--- src/rtl/ritc_train_pkg.sv ---
// Shared types and constants for the RITC training-pattern monitor.
// Holds the FSM encoding, channel geometry and the nibble rotation helper.
package ritc_train_pkg;

  localparam int NUM_LINES = 12;
  localparam int DESER     = 4;
  localparam int NUM_CH    = 6;
  localparam int WORD_W    = NUM_LINES * DESER;

  localparam logic [DESER-1:0] DEF_PATTERN = 4'b1100;

  typedef enum logic [1:0] {
    IDLE = 2'd0,
    FILL = 2'd1,
    RUN  = 2'd2,
    DONE = 2'd3
  } state_e;

  // Rotate right by r bit positions within one nibble.
  function automatic logic [DESER-1:0] rot(
    input logic [DESER-1:0] p,
    input int unsigned      r
  );
    logic [2*DESER-1:0] d;
    d = {p, p} >> r;
    return d[DESER-1:0];
  endfunction

endpackage

--- src/rtl/ritc_line_matcher.sv ---
// Combinational compare of one bit-line nibble against all four
// rotations of the training pattern, plus a nominal-alignment mismatch.
module ritc_line_matcher
  import ritc_train_pkg::*;
(
  input  logic [DESER-1:0] nibble_i,
  input  logic [DESER-1:0] pattern_i,
  output logic [DESER-1:0] rot_match_o,
  output logic             mismatch_o
);

  for (genvar r = 0; r < DESER; r++) begin : g_rot
    assign rot_match_o[r] = (nibble_i == rot(pattern_i, r));
  end

  assign mismatch_o = (nibble_i != pattern_i);

endmodule

--- src/rtl/ritc_train_monitor.sv ---
// Training-pattern monitor: muxes one channel into a register, then
// accumulates per-line rotation matches and a saturating error count.
module ritc_train_monitor
  import ritc_train_pkg::*;
#(
  parameter logic [3:0] TRAIN_PATTERN = DEF_PATTERN,
  parameter int         WIN_BITS      = 16
) (
  input  logic                SYSCLK,
  input  logic                rst_i,
  input  logic [WORD_W-1:0]   CH0_IN,
  input  logic [WORD_W-1:0]   CH1_IN,
  input  logic [WORD_W-1:0]   CH2_IN,
  input  logic [WORD_W-1:0]   CH3_IN,
  input  logic [WORD_W-1:0]   CH4_IN,
  input  logic [WORD_W-1:0]   CH5_IN,
  input  logic [2:0]          ch_sel_i,
  input  logic [WIN_BITS-1:0] window_i,
  input  logic                start_i,
  output logic                busy_o,
  output logic                done_o,
  output logic [WORD_W-1:0]   match_o,
  output logic [WIN_BITS-1:0] err_cnt_o
);

  state_e              state_q, state_d;
  logic [2:0]          sel_q, sel_d;
  logic [WIN_BITS-1:0] win_q, win_d;
  logic [WIN_BITS-1:0] cnt_q, cnt_d;
  logic [WIN_BITS-1:0] err_q, err_d;
  logic [WIN_BITS-1:0] eout_q, eout_d;
  logic [WORD_W-1:0]   word_q, word_d;
  logic [WORD_W-1:0]   acc_q, acc_d;
  logic [WORD_W-1:0]   mout_q, mout_d;
  logic                busy_q, busy_d;
  logic                done_q, done_d;

  logic [WORD_W-1:0]    ch_word;
  logic [WORD_W-1:0]    rot_m;
  logic [NUM_LINES-1:0] mis;
  logic                 any_mis;

  always_comb begin
    case (sel_q)
      3'd0:    ch_word = CH0_IN;
      3'd1:    ch_word = CH1_IN;
      3'd2:    ch_word = CH2_IN;
      3'd3:    ch_word = CH3_IN;
      3'd4:    ch_word = CH4_IN;
      default: ch_word = CH5_IN;
    endcase
  end

  for (genvar i = 0; i < NUM_LINES; i++) begin : g_line
    ritc_line_matcher u_match (
      .nibble_i    (word_q[DESER*i +: DESER]),
      .pattern_i   (TRAIN_PATTERN),
      .rot_match_o (rot_m[DESER*i +: DESER]),
      .mismatch_o  (mis[i])
    );
  end

  assign any_mis = |mis;

  always_comb begin
    state_d = state_q;
    sel_d   = sel_q;
    win_d   = win_q;
    cnt_d   = cnt_q;
    err_d   = err_q;
    eout_d  = eout_q;
    word_d  = word_q;
    acc_d   = acc_q;
    mout_d  = mout_q;
    busy_d  = busy_q;
    done_d  = 1'b0;
    unique case (state_q)
      IDLE: begin
        if (start_i) begin
          sel_d = ch_sel_i;
          win_d = window_i;
          if (window_i == '0) begin
            state_d = DONE;
            done_d  = 1'b1;
            mout_d  = '1;
            eout_d  = '0;
          end else begin
            state_d = FILL;
            busy_d  = 1'b1;
          end
        end
      end
      FILL: begin
        word_d  = ch_word;
        acc_d   = '1;
        err_d   = '0;
        cnt_d   = win_q;
        state_d = RUN;
      end
      RUN: begin
        word_d = ch_word;
        acc_d  = acc_q & rot_m;
        if (any_mis && (err_q != '1)) begin
          err_d = err_q + WIN_BITS'(1);
        end
        cnt_d = cnt_q - WIN_BITS'(1);
        // Publish on the last word so done_o and results coincide.
        if (cnt_q == WIN_BITS'(1)) begin
          state_d = DONE;
          done_d  = 1'b1;
          busy_d  = 1'b0;
          mout_d  = acc_d;
          eout_d  = err_d;
        end
      end
      DONE: begin
        state_d = IDLE;
      end
      default: state_d = IDLE;
    endcase
  end

  always_ff @(posedge SYSCLK or posedge rst_i) begin
    if (rst_i) begin
      state_q <= IDLE;
      sel_q   <= '0;
      win_q   <= '0;
      cnt_q   <= '0;
      err_q   <= '0;
      eout_q  <= '0;
      word_q  <= '0;
      acc_q   <= '0;
      mout_q  <= '0;
      busy_q  <= 1'b0;
      done_q  <= 1'b0;
    end else begin
      state_q <= state_d;
      sel_q   <= sel_d;
      win_q   <= win_d;
      cnt_q   <= cnt_d;
      err_q   <= err_d;
      eout_q  <= eout_d;
      word_q  <= word_d;
      acc_q   <= acc_d;
      mout_q  <= mout_d;
      busy_q  <= busy_d;
      done_q  <= done_d;
    end
  end

  assign busy_o    = busy_q;
  assign done_o    = done_q;
  assign match_o   = mout_q;
  assign err_cnt_o = eout_q;

endmodule

--- config.mk ---
export PLATFORM = sky130hd
export DESIGN_NAME = ritc_train_monitor
export DESIGN_NICKNAME = d
export VERILOG_FILES = /design/src/rtl/ritc_train_pkg.sv /design/src/rtl/ritc_line_matcher.sv /design/src/rtl/ritc_train_monitor.sv
export SDC_FILE = /design/constraint.sdc
export NUM_CORES = 1
export LEC_CHECK = 0
export ABC_CLOCK_PERIOD_IN_PS = 8000
export CAP_MARGIN = 25
export CORE_ASPECT_RATIO = 0.8
export CORE_MARGIN = 3
export CORE_UTILIZATION = 25
export CTS_CLUSTER_DIAMETER = 200
export DETAILED_ROUTE_END_ITERATION = 10
export PLACE_DENSITY = 0.43
export SLEW_MARGIN = 20
export SYNTH_ARGS = -nofsm -noshare
export SYNTH_HDL_FRONTEND = slang
export SYNTH_HIERARCHICAL = 1
export SYNTH_SLANG_ARGS = --single-unit
--- constraint.sdc ---
create_clock -name SYSCLK -period 8 [get_ports SYSCLK]
set_clock_uncertainty 0.2 [all_clocks]
set_input_delay 0.8 -clock SYSCLK [delete_from_list [all_inputs] [get_ports SYSCLK]]
set_output_delay 0.8 -clock SYSCLK [all_outputs]
set_load 0.02 [all_outputs]
## Word level (Yosys, flattened, before mapping)

Index checks and enable logic that the tools add are counted.
Widths: inputs -> output; s select.

| cells by class | value |
|---|---|
| bitwise operators | 1 |
| add/subtract/negate cells | 2 |
| $lt $le $gt $ge | 0 |
| multipliers | 0 |
| div/mod/pow operators | 0 |
| eq/ne operators | 73 |
| muxes and demuxes | 25 |
| shifts and indexed selects | 0 |
| reduce and logical (&&, ||, !) cells | 12 |

Operator list:

| operator | number |
|---|---|
| $pmux 48 s5 | 1 |
| $pmux 48 s2 | 2 |
| $mux 48 | 3 |
| $eq 4x4->1 const B | 24 |
| $pmux 16 s2 | 3 |
| $mux 16 | 4 |
| $and 48x48->48 | 1 |
| $eq 4x2->1 const B | 12 |
| $eq 4x3->1 const B | 12 |
| $ne 4x4->1 const B | 12 |
| $add 16x1->16 const B | 1 |
| $eq 16x1->1 const B | 1 |
| $logic_not 16->1 | 1 |
| $ne 16x16->1 const B | 1 |
| $sub 16x1->16 const B | 1 |
| $reduce_or 12->1 | 1 |
| $ne 2x2->1 const B | 4 |
| $pmux 2 s4 | 1 |
| $reduce_and 4->1 | 2 |
| $eq 3x2->1 const B | 2 |
| $mux 1 | 6 |
| $mux 2 | 3 |
| $eq 2x2->1 const B | 2 |
| $pmux 1 s2 | 2 |
| 9 further kinds | 11 |

| storage, ports and cells | value |
|---|---|
| output and inout bits | 66 |
| RAM bits | 0 |
| logic and storage cells | 124 |
| ROM bits | 0 |
| memories kept | 0 |
| register bits | 215 |
| bits of input ports | 310 |
| latch bits | 0 |

## Longest topological paths before layout

Gate-level depths: netlist of the first run.

| depth | value |
|---|---|
| word-level depth | 6 |
| gate-level depth with buffers | 10 |
| mapped depth without buffers | 8 |

## Modules after synthesis

Netlist of the first run, hierarchy kept.

By module, submodules not included:

| module | area each (um^2) | times used | sequential area each (um^2) | cells an instance |
|---|---|---|---|---|
| ritc_train_monitor | 11349.6 | 1 | 5380.2 | 1193 |
| ritc_line_matcher | 192.7 | 12 | 0.0 | 21 |

## Worst setup path after synthesis of the first run

No wires, ideal clock.

| path | value |
|---|---|
| path kind | input port to flip-flop |
| start point | input port window_i[9] |
| end point | register eout_q[15], in the netlist err_cnt_o[15] |
| stages | 8 |
| setup time | 0.122 ns |
| path slack | 5.313 ns |
| path buffers | 2 |
| arrival | 2.364 ns |
| data required time | 7.678 ns |
| cell sequence | nor4_1 -> nand4_1 -> or2_1 -> and2_4 -> or3_1 -> buf_6 -> buf_6 -> o2bb2ai_1 |

| on the way | value |
|---|---|
| cells in the longest elaborated chain, start to end | 3 |

RTL lines:

| what | RTL line | text |
|---|---|---|
| start, declared | ritc_train_monitor.sv:18 | `input logic [WIN_BITS-1:0] window_i,` |
| $logic_not 16->1 | ritc_train_monitor.sv:82 | `if (window_i == '0) begin` |
| $ne 2x2->1 (no line) | - |  |
| $reduce_and 4->1 (no line) | - |  |
| end signal, assigned | ritc_train_monitor.sv:142 | `eout_q <= eout_d;` |
| end, declared | ritc_train_monitor.sv:31 | `logic [WIN_BITS-1:0] eout_q, eout_d;` |

Every way passes these cells.
A chain may end at the register's enable or synchronous reset.

## Final worst setup path of the first run

| path | value |
|---|---|
| start point | input port window_i[9] |
| end point | register eout_q[12], in the netlist err_cnt_o[12] |

Same word-level chain as after synthesis.

==> metrics.txt, run 1 <==
Avg WL per Cell=19.3 um; async set-reset flop share out of synthesis=100%; area of the multi-input gates=0.00853 sq mm; worst-margin pin slew=between 0.9 and 1 ns; DR DRC count=0; die height=between 200 and 250 um; setup bufs post-CTS=0; FMAX=slightly above 300 MHz; Worst Path Arrival=between 3 and 4 ns; gp weighted congestion=0.791; clock tree root driver cell=clkbuf_16; post-cts sizing count=0; pwr/cell area=approximately 140 mW/mm^2; Fin Hold WS=between 0.2 and 0.3 ns; core area=0.0532 sq mm; endpoint type of the worst setup path=flop; RR Startpoint=state_q[1]; Clock Sinks=about 220; Die ar.=0.0575 sq mm; Worst Path Buf+Inv=1; Slew HR=between 30% and 40%; Area Growth Syn to Fin=44.1%; pin count of the biggest net entering global routing=~100; RSZ-0062 raised after global routing=no; Post-Synthesis Cells=about 1.4k; Core Rows=75; grt total ovfl=0; ys flop type=dfrtp_1; number of global-route vias before repair=between 10k and 15k; initial antenna violation count=2; routed vias/inst=approximately 4.8; Fillers=5,284; FF+latch area=approximately 0.0054 sq mm; Routed WL=between 50 and 60 mm; Worst Setup SP=window_i[9]; TritonCTS clock tree=done; Crit Path Category=input port to flop; IO buf count=about 380; Clk Latency, worst-skew pair=about 0.55 ns; DR pass1 iterations=5; Yosys cell types=51; leakage=slightly above 8 nW; DPL Wire Length=36.7 mm; Synth warnings=6; H-tree depth=1; Ports=roughly 380; Cell Area, Placed=between 0.015 and 0.02 sq mm; Max clock buf depth=3; Critical Path Fanout Max=16; Mapped Avg Cell Area=between 9 and 10 sq um; CTS Hold Bufs=0; Mapped Area=~0.014 sq mm; share of post-route cells with drive strength above 1=7.63%; Worst path max stage delay=~0.65 ns; hold wc startpoint=match_o[18]; Critical-path top delay cell=or3_1; outcome=complete, no violations; first-pass GRT wire length=between 70 and 80 mm; # setup viols final=0; Reg clk slew, reported paths=~0.06 ns; die boundary width=~270 um; Vias=12.6k; Initial DRC Count=764; CP Data Required Time=between 8 and 9 ns; Routed Antenna Nets=0; total negative slack=0 ns; Final Hold Vio Count=0; Top Family by Delay on Critical Path=simple AND/OR/NAND/NOR gates; GRT Util Overall=~18%; maxcap violations=0; Slew Limit Fails=0; worst-path cell chain=clkdlybuf4s50_1 > nor4_1 > nand4_1 > or2_1 > and2_4 > or3_1 > o2bb2ai_1; number of flops mapped to enable cells by yosys=0; TritonCTS buffer count=27; design area=0.0197 sq mm; Initial Util=between 20% and 30%; Synth Register Bits=roughly 220; Startpoint Class=input port; fin crit period=between 3 and 4 ns; worst vdd ir=around 0.14 mV; sequential fraction of the synthesis area=~39%; fin nets=2,253; period utilisation layout=roughly two fifths; worst min path class=flop to flop; # diodes=0
where the power goes:
part	total, mW	switching (mW)	internal, mW	leakage, nW
clock	1.29	0.491	0.803	0.454
combinational	0.348	0.138	0.210	5.14
sequential	1.13	0.0310	1.10	2.51
layout make-up:
class,instances,area share [%]
Tap cell,693,4.40
Multi-Input combinational cell,1288,43.3
Timing Repair Buffer,392,19.9
Sequential cell,215,27.4
Inverter,14,0.311
Clock buffer,36,3.96
Clock inverter,8,0.744
flip-flops by register name, summed over array words and instances (netlist names):
| signal | cells |
|---|---|
| acc_q | 48 |
| match_o | 48 |
| word_q | 48 |
| cnt_q | 16 |
| err_cnt_o | 16 |
| err_q | 16 |
| win_q | 16 |
| sel_q | 3 |
| state_q | 2 |
| busy_o | 1 |
| done_o | 1 |
layout by cell type, fill, tap and decap left out, types with 12 or more instances in the layout:
cell type,netlist,final
a22o_1,36,36
conb_1,2,192
nand2_1,135,132
dfrtp_1,215,212
o2bb2ai_1,22,22
a22oi_1,38,38
o21a_1,48,48
a21o_1,16,16
a21oi_1,100,100
xor2_1,154,154
nor2_1,78,77
a221oi_1,73,73
buf_4,2,15
and4_1,12,12
nand3_1,18,18
clkdlybuf4s50_1,0,375
clkbuf_16,0,27
xnor2_1,53,53
mux2_2,19,19
inv_1,13,12
nor4_2,37,37
nand4_1,74,74
o21ai_0,82,82
metrics by stage:
stage / util, % / instances / setup slack (ns) / power [mW]
final: 37.0 / 2646 / 4.73 / 2.77
after global routing: 37.0 / 2646 / 4.40 / 2.91
after CTS: 37.0 / 2645 / 4.61 / 2.82
after detailed placement: 35.2 / 2601 / 4.16 / 1.50
after global placement: 35.2 / 2600 / 4.07 / 1.50
after floorplan: - / 1635 / 1.12 / 1.30
cell families after synthesis:
group / share of synthesized area (%)
adders and majority gates: 0.458
buffers and inverters: 4.01
and+or+nand+nor: 16.4
DFF: 39.4
other: 0.0550
AOI/OAI and AO/OA: 22.4
muxes: 3.97
xor gates and xnor gates: 13.3
layer usage:
layer	share of wire [%]	routed length [um]	global-route usage, %	up-vias
li1	-	-	-	6186
met5	0.078	40	0	-
met3	4.7	2390	3.19	52
met4	1.7	858	3.03	4
met1	48	24300	24.6	6082
met2	46	23400	28.5	291
worst paths after layout:
path / to / slack (ns) / cells after the start
setup reg to reg: word_q[16] / 4.74 / 6
setup / recovery: err_cnt_o[12] / 4.73 / 7
max in group asynchronous: match_o[15] / 5.64 / 3
hold / removal: match_o[18] / 0.28 / 1
hold reg to reg: match_o[18] / 0.28 / 1
min in group asynchronous: word_q[15] / 0.57 / 2
Yosys cell counts (4+ instances only):
| library cell | n | area share (%) |
|---|---|---|
| inv_1 | 13 | 0.36 |
| dfrtp_1 | 215 | 39 |
| mux2_2 | 19 | 1.6 |
| o2bb2ai_1 | 22 | 1.4 |
| nand4_1 | 74 | 3.4 |
| o22ai_1 | 5 | 0.23 |
| nor4_2 | 37 | 3.4 |
| a31oi_1 | 4 | 0.18 |
| a311oi_1 | 11 | 0.71 |
| xnor2_1 | 53 | 3.4 |
| nor4_1 | 11 | 0.50 |
| o21ai_0 | 82 | 3.0 |
| a21o_1 | 16 | 0.88 |
| a22oi_1 | 38 | 2.1 |
| clkbuf_1 | 96 | 2.6 |
| or3_1 | 5 | 0.23 |
| a22o_1 | 36 | 2.3 |
| a21oi_1 | 100 | 3.7 |
| nor2_1 | 78 | 2.1 |
| mux4_2 | 11 | 1.8 |
| a221oi_1 | 73 | 4.7 |
| mux2i_1 | 8 | 0.59 |
| buf_6 | 4 | 0.33 |
| o311ai_0 | 5 | 0.32 |
| and4_1 | 12 | 0.77 |
| o21a_1 | 48 | 2.6 |
| nand3_1 | 18 | 0.66 |
| buf_2 | 11 | 0.40 |
| nor3_1 | 10 | 0.37 |
| nor2b_1 | 6 | 0.27 |
| nand2_1 | 135 | 3.7 |
| ha_1 | 5 | 0.46 |
| xor2_1 | 154 | 9.9 |
| buf_1 | 4 | 0.11 |
Power figures use the tool's default switching activity.
==> run 2, diff against run 1 <==
Settings changed: ABC_CLOCK_PERIOD_IN_PS 8000 to 2750, PLACE_DENSITY 0.43 to 0.45.
Clock period 8 ns to 2.75 ns, I/O delays scaled along.
==> metrics.txt, run 2 (synthesis results as in run 1) <==
TritonCTS buffer count=27; Critical Path Fanout Max=4; leakage=8.49 nW; fin crit period=2.56 ns; Worst path max stage delay=between 0.4 and 0.5 ns; die boundary width=around 270 um; Routed WL=51.5 mm; FMAX=391 MHz; Ports=~380; FF+latch area=~0.0054 sq mm; Startpoint Class=flop; Clock Sinks=~220; Reg clk slew, reported paths=around 0.060 ns; gp weighted congestion=around 0.8; CP Data Required Time=roughly 3.0 ns; endpoint type of the worst setup path=flop; Clk Latency, worst-skew pair=between 0.5 and 0.6 ns; worst-margin pin slew=0.862 ns; Initial DRC Count=~640; Worst Path Arrival=2.79 ns; DR pass1 iterations=5; core area=roughly 0.053 sq mm; Cell Area, Placed=0.0195 sq mm; # setup viols final=0; Core Rows=75; fin nets=~2.3k; number of global-route vias before repair=between 10k and 15k; Critical-path top delay cell=or3_1; worst vdd ir=approximately 0.38 mV; period utilisation layout=93.1%; initial antenna violation count=5; placed insts=around 2.7k; CTS Hold Bufs=0; pwr/cell area=about 380 mW/mm^2; outcome=complete, no violations; IO buf count=about 380; H-tree depth=1; Initial Util=about a quarter; first-pass GRT wire length=between 70 and 80 mm; Slew Limit Fails=0; Area Growth Syn to Fin=49.1%; fin cells=between 2k and 3k; DR DRC count=0; routed vias/inst=between 4 and 5; Max clock buf depth=3; worst min path class=input port to asynchronous set/reset pin; area of the multi-input gates=about 0.0086 sq mm; fin util=between 30% and 40%; Crit Path Category=flop to flop; share of post-route cells with drive strength above 1=about an eighth; total negative slack=0 ns; TritonCTS clock tree=done; Avg WL per Cell=18.9 um; Final Hold Vio Count=0; setup bufs post-CTS=0; clock tree root driver cell=clkbuf_16; design area=0.0204 sq mm; commonest cells after routing, fill and taps aside=clkdlybuf4s50_1 (375), dfrtp_1 (212), conb_1 (192); DPL Wire Length=38.8 mm; RSZ-0062 raised after global routing=no; Routed Antenna Nets=0; die height=approximately 220 um; pin count of the biggest net entering global routing=~110; Fin Hold WS=around 0.014 ns; Fillers=around 5.3k; GRT Util Overall=17.7%; Die ar.=approximately 0.058 sq mm; Vias=between 10k and 15k; grt total ovfl=0; maxcap violations=0; Slew HR=a little over two fifths; most common cell after layout, fill and taps aside=clkdlybuf4s50_1; worst-path cell chain=xnor2_1 > nand4_1 > nor4_2 > buf_4 > and3_2 > buf_4 > or3_1 > nor2_1 > xnor2_1 > o2bb2ai_1
## run 2: stage by stage
step	total power, mW	setup slack [ns]
global route	8.08	0.00237
detailed placement	4.43	-0.256
global placement	4.41	-0.290
finish	7.69	0.190
floorplan	3.78	-0.523
CTS	7.85	0.0106
## run 2: what timing repair did
item                       4_1_cts  5_1_grt
pin swaps                        0        2
gates resized for setup          2        7
setup endpoints to repair        3       30
## run 2: per-layer routing
metal / track usage, % / part of all wire, %
met1: 24.9 / 47
met2: 28.7 / 46
met3: 3.34 / 5.3
met4: 3.00 / 1.5
met5: 0 / 0.11
## run 2: worst paths after layout
path                              from           end  slack (ns)  depth (start not counted)
max                         word_q[27]  err_cnt_o[9]        0.19                         10
min                              rst_i    word_q[15]        0.01                          3
max reg2reg                 word_q[27]  err_cnt_o[9]        0.19                         10
min reg2reg                 match_o[6]    match_o[6]        0.29                          1
max in group asynchronous        rst_i      sel_q[2]        1.72                          3
min in group SYSCLK        ch_sel_i[0]      sel_q[0]        0.16                          2
## run 2: final cells by class
type	instances	share of cell area (%)
timing repair buffer	473	23.0
antenna	1	0.0123
multi-input combinational	1288	42.1
clock buffer	36	3.63
sequential	215	26.5
inverter	14	0.283
clock inverter	12	0.344
tap	693	4.26
## run 2: power breakdown
part | switching, mW | internal [mW] | total, mW
Sequential | 0.0387 | 3.20 | 3.24
Combinational | 0.470 | 0.656 | 1.13
Clock | 1.45 | 1.88 | 3.33
## run 2: worst max-delay path, delay by kind of cell (launching register included)
| family | cells | cell delay, ns |
|---|---|---|
| DFF | 1 | 0.40 |
| and+or+nand+nor | 5 | 1.17 |
| buffers and inverters | 2 | 0.30 |
| xor gates and xnor gates | 2 | 0.31 |
| AOI/OAI and AO/OA | 1 | 0.07 |
==> run 3, diff against run 2 <==
Settings changed: CORE_UTILIZATION 25 to 30, PLACE_DENSITY 0.45 to 0.52.
==> metrics.txt, run 3 (synthesis results as in run 1) <==
Area Growth Syn to Fin=49.0%; leakage=about 8.6 nW; Critical Path Fanout Max=5; Avg WL per Cell=roughly 18 um; worst-margin pin slew=0.981 ns; GRT Util Overall=between 10% and 20%; DR DRC count=0; reg2reg end=err_q[15]; Die ar.=0.0482 sq mm; RSZ-0062 raised after global routing=no; FF+latch area=about 0.0054 sq mm; # setup viols final=0; clock tree root driver cell=clkbuf_16; Clock Sinks=roughly 220; period utilisation layout=between 90% and 100%; TritonCTS buffer count=25; Hold EP=sel_q[1]; Max clock buf depth=3; Slew Limit Fails=0; Fillers=around 4.4k; Cell Area, Placed=~0.019 sq mm; commonest cells after routing, fill and taps aside=clkdlybuf4s50_1 (375), dfrtp_1 (211), conb_1 (192); Worst Path Arrival=~2.8 ns; R2R cell count=9; Routed Antenna Nets=0; pre-CTS setup slack=-0.242 ns; Core Rows=69; Initial DRC Count=774; number of global-route vias before repair=13.2k; FMAX=approximately 400 MHz; design area=around 0.020 sq mm; share of post-route cells with drive strength above 1=between 10% and 20%; total power=between 7 and 8 mW; Slew HR=34.6%; RR Startpoint=word_q[45]; grt total ovfl=0; die boundary width=roughly 240 um; Clk Latency, worst-skew pair=around 0.54 ns; area of the multi-input gates=0.00856 sq mm; DR pass1 iterations=5; most common cell after layout, fill and taps aside=clkdlybuf4s50_1; Vias=between 10k and 15k; Crit Path Category=flop to flop; worst vdd ir=~0.35 mV; DPL Wire Length=approximately 36 mm; outcome=complete, no violations; routed vias/inst=a little under 5; Final WS setup=~0.19 ns; pin count of the biggest net entering global routing=slightly below 70; Routed WL=roughly 48 mm; maxcap violations=0; CP Data Required Time=slightly below 3 ns; Hold Path Cell Cnt=2; worst min path class=input port to flop; gp weighted congestion=between 0.7 and 0.8; Reg clk slew, reported paths=roughly 0.060 ns; Worst R2R Setup Slack=between 0.15 and 0.2 ns; H-tree depth=1; die height=197 um; initial antenna violation count=0; Initial Util=just over 30%; fin util=a little under half; pwr/cell area=388 mW/mm^2; first-pass GRT wire length=between 70 and 80 mm; fin nets=between 2k and 2.5k; Startpoint Class=flop; total negative slack=0 ns; TritonCTS clock tree=done; hold wc startpoint=ch_sel_i[1]; Final Hold Vio Count=0; Ports=approximately 380; fin crit period=about 2.6 ns; core area=between 0.04 and 0.05 sq mm; IO buf count=between 300 and 400; endpoint type of the worst setup path=flop
run 3: cell types whose count changed in the layout (fill, tap and decap cells not counted), moves of 2 or more:
cell and change:
clkinv_2 -4, buf_4 +3, bufinv_16 +3, clkbuf_1 -3, clkbuf_8 +3, nor4_2 -3
clkbuf_16 -2, dfrtp_2 +2, nor3_1 +2, nor4_1 +2, xnor2_1 -2, xnor2_2 +2
run 3: repair_timing:
action,CTS,global route
endpoints found under the setup margin,31,27
buffers inserted,0,0
endpoints found under the hold margin,10,0
resized for setup,1,6
pin swaps,0,2
hold buffers,1,0
run 3: per-layer routing:
metal / vias up / part of all wire [%] / routed length (um) / global-route usage [%]
li1: 6373 / - / - / -
met1: 6348 / 47 / 22900 / 28.1
met2: 340 / 46 / 22000 / 31.6
met3: 38 / 5.7 / 2760 / 3.63
met4: 0 / 1.3 / 632 / 3.19
met5: - / 0 / 0 / 0
run 3: how the worst max path moves through the flow:
stage | startpoint | to | slack (ns) | cells past startpoint
2_1_floorplan | rst_i | acc_q[0] | -0.52 | 1
3_3_place_gp | window_i[9] | err_cnt_o[6] | -0.24 | 10
3_5_place_dp | window_i[9] | err_cnt_o[7] | -0.24 | 10
4_1_cts | word_q[46] | err_cnt_o[2] | 0.02 | 8
5_1_grt | word_q[45] | err_q[15] | 0.009 | 9
6_report | word_q[45] | err_q[15] | 0.19 | 9
run 3: cell type report:
class / instances / share of cell area (%)
inverters: 14 / 0.283
flip-flops and latches: 215 / 26.5
multi-input cells: 1288 / 42.0
diodes: 1 / 0.0123
well taps: 603 / 3.71
repair buffers: 478 / 23.2
clock buffers: 34 / 3.53
clock inverters: 12 / 0.731
run 3: report_power, final:
part,switching (mW),internal [mW],leakage (nW)
clock,1.41,2.12,0.430
combinational,0.460,0.666,5.63
sequential,0.0416,3.20,2.51
total,1.92,5.98,8.57
run 3: stage by stage:
stage / cells / hold WS (ns)
finish: 2645 / 0.159
global route: 2644 / 0.160
CTS: 2644 / 0.120
detailed placement: 2597 / 0.279
global placement: 2596 / 0.273
floorplan: 1635 / 0.226
run 3: worst max-delay path: stages (launching register included):
cell and delay (ns):
dfrtp_1 0.47, xnor2_2 0.21, nand4_1 0.24, nor4_4 0.39, and3_4 0.28, nor3_1 0.06
buf_4 0.18, nand4_1 0.14, mux2i_1 0.19, o2bb2ai_1 0.08
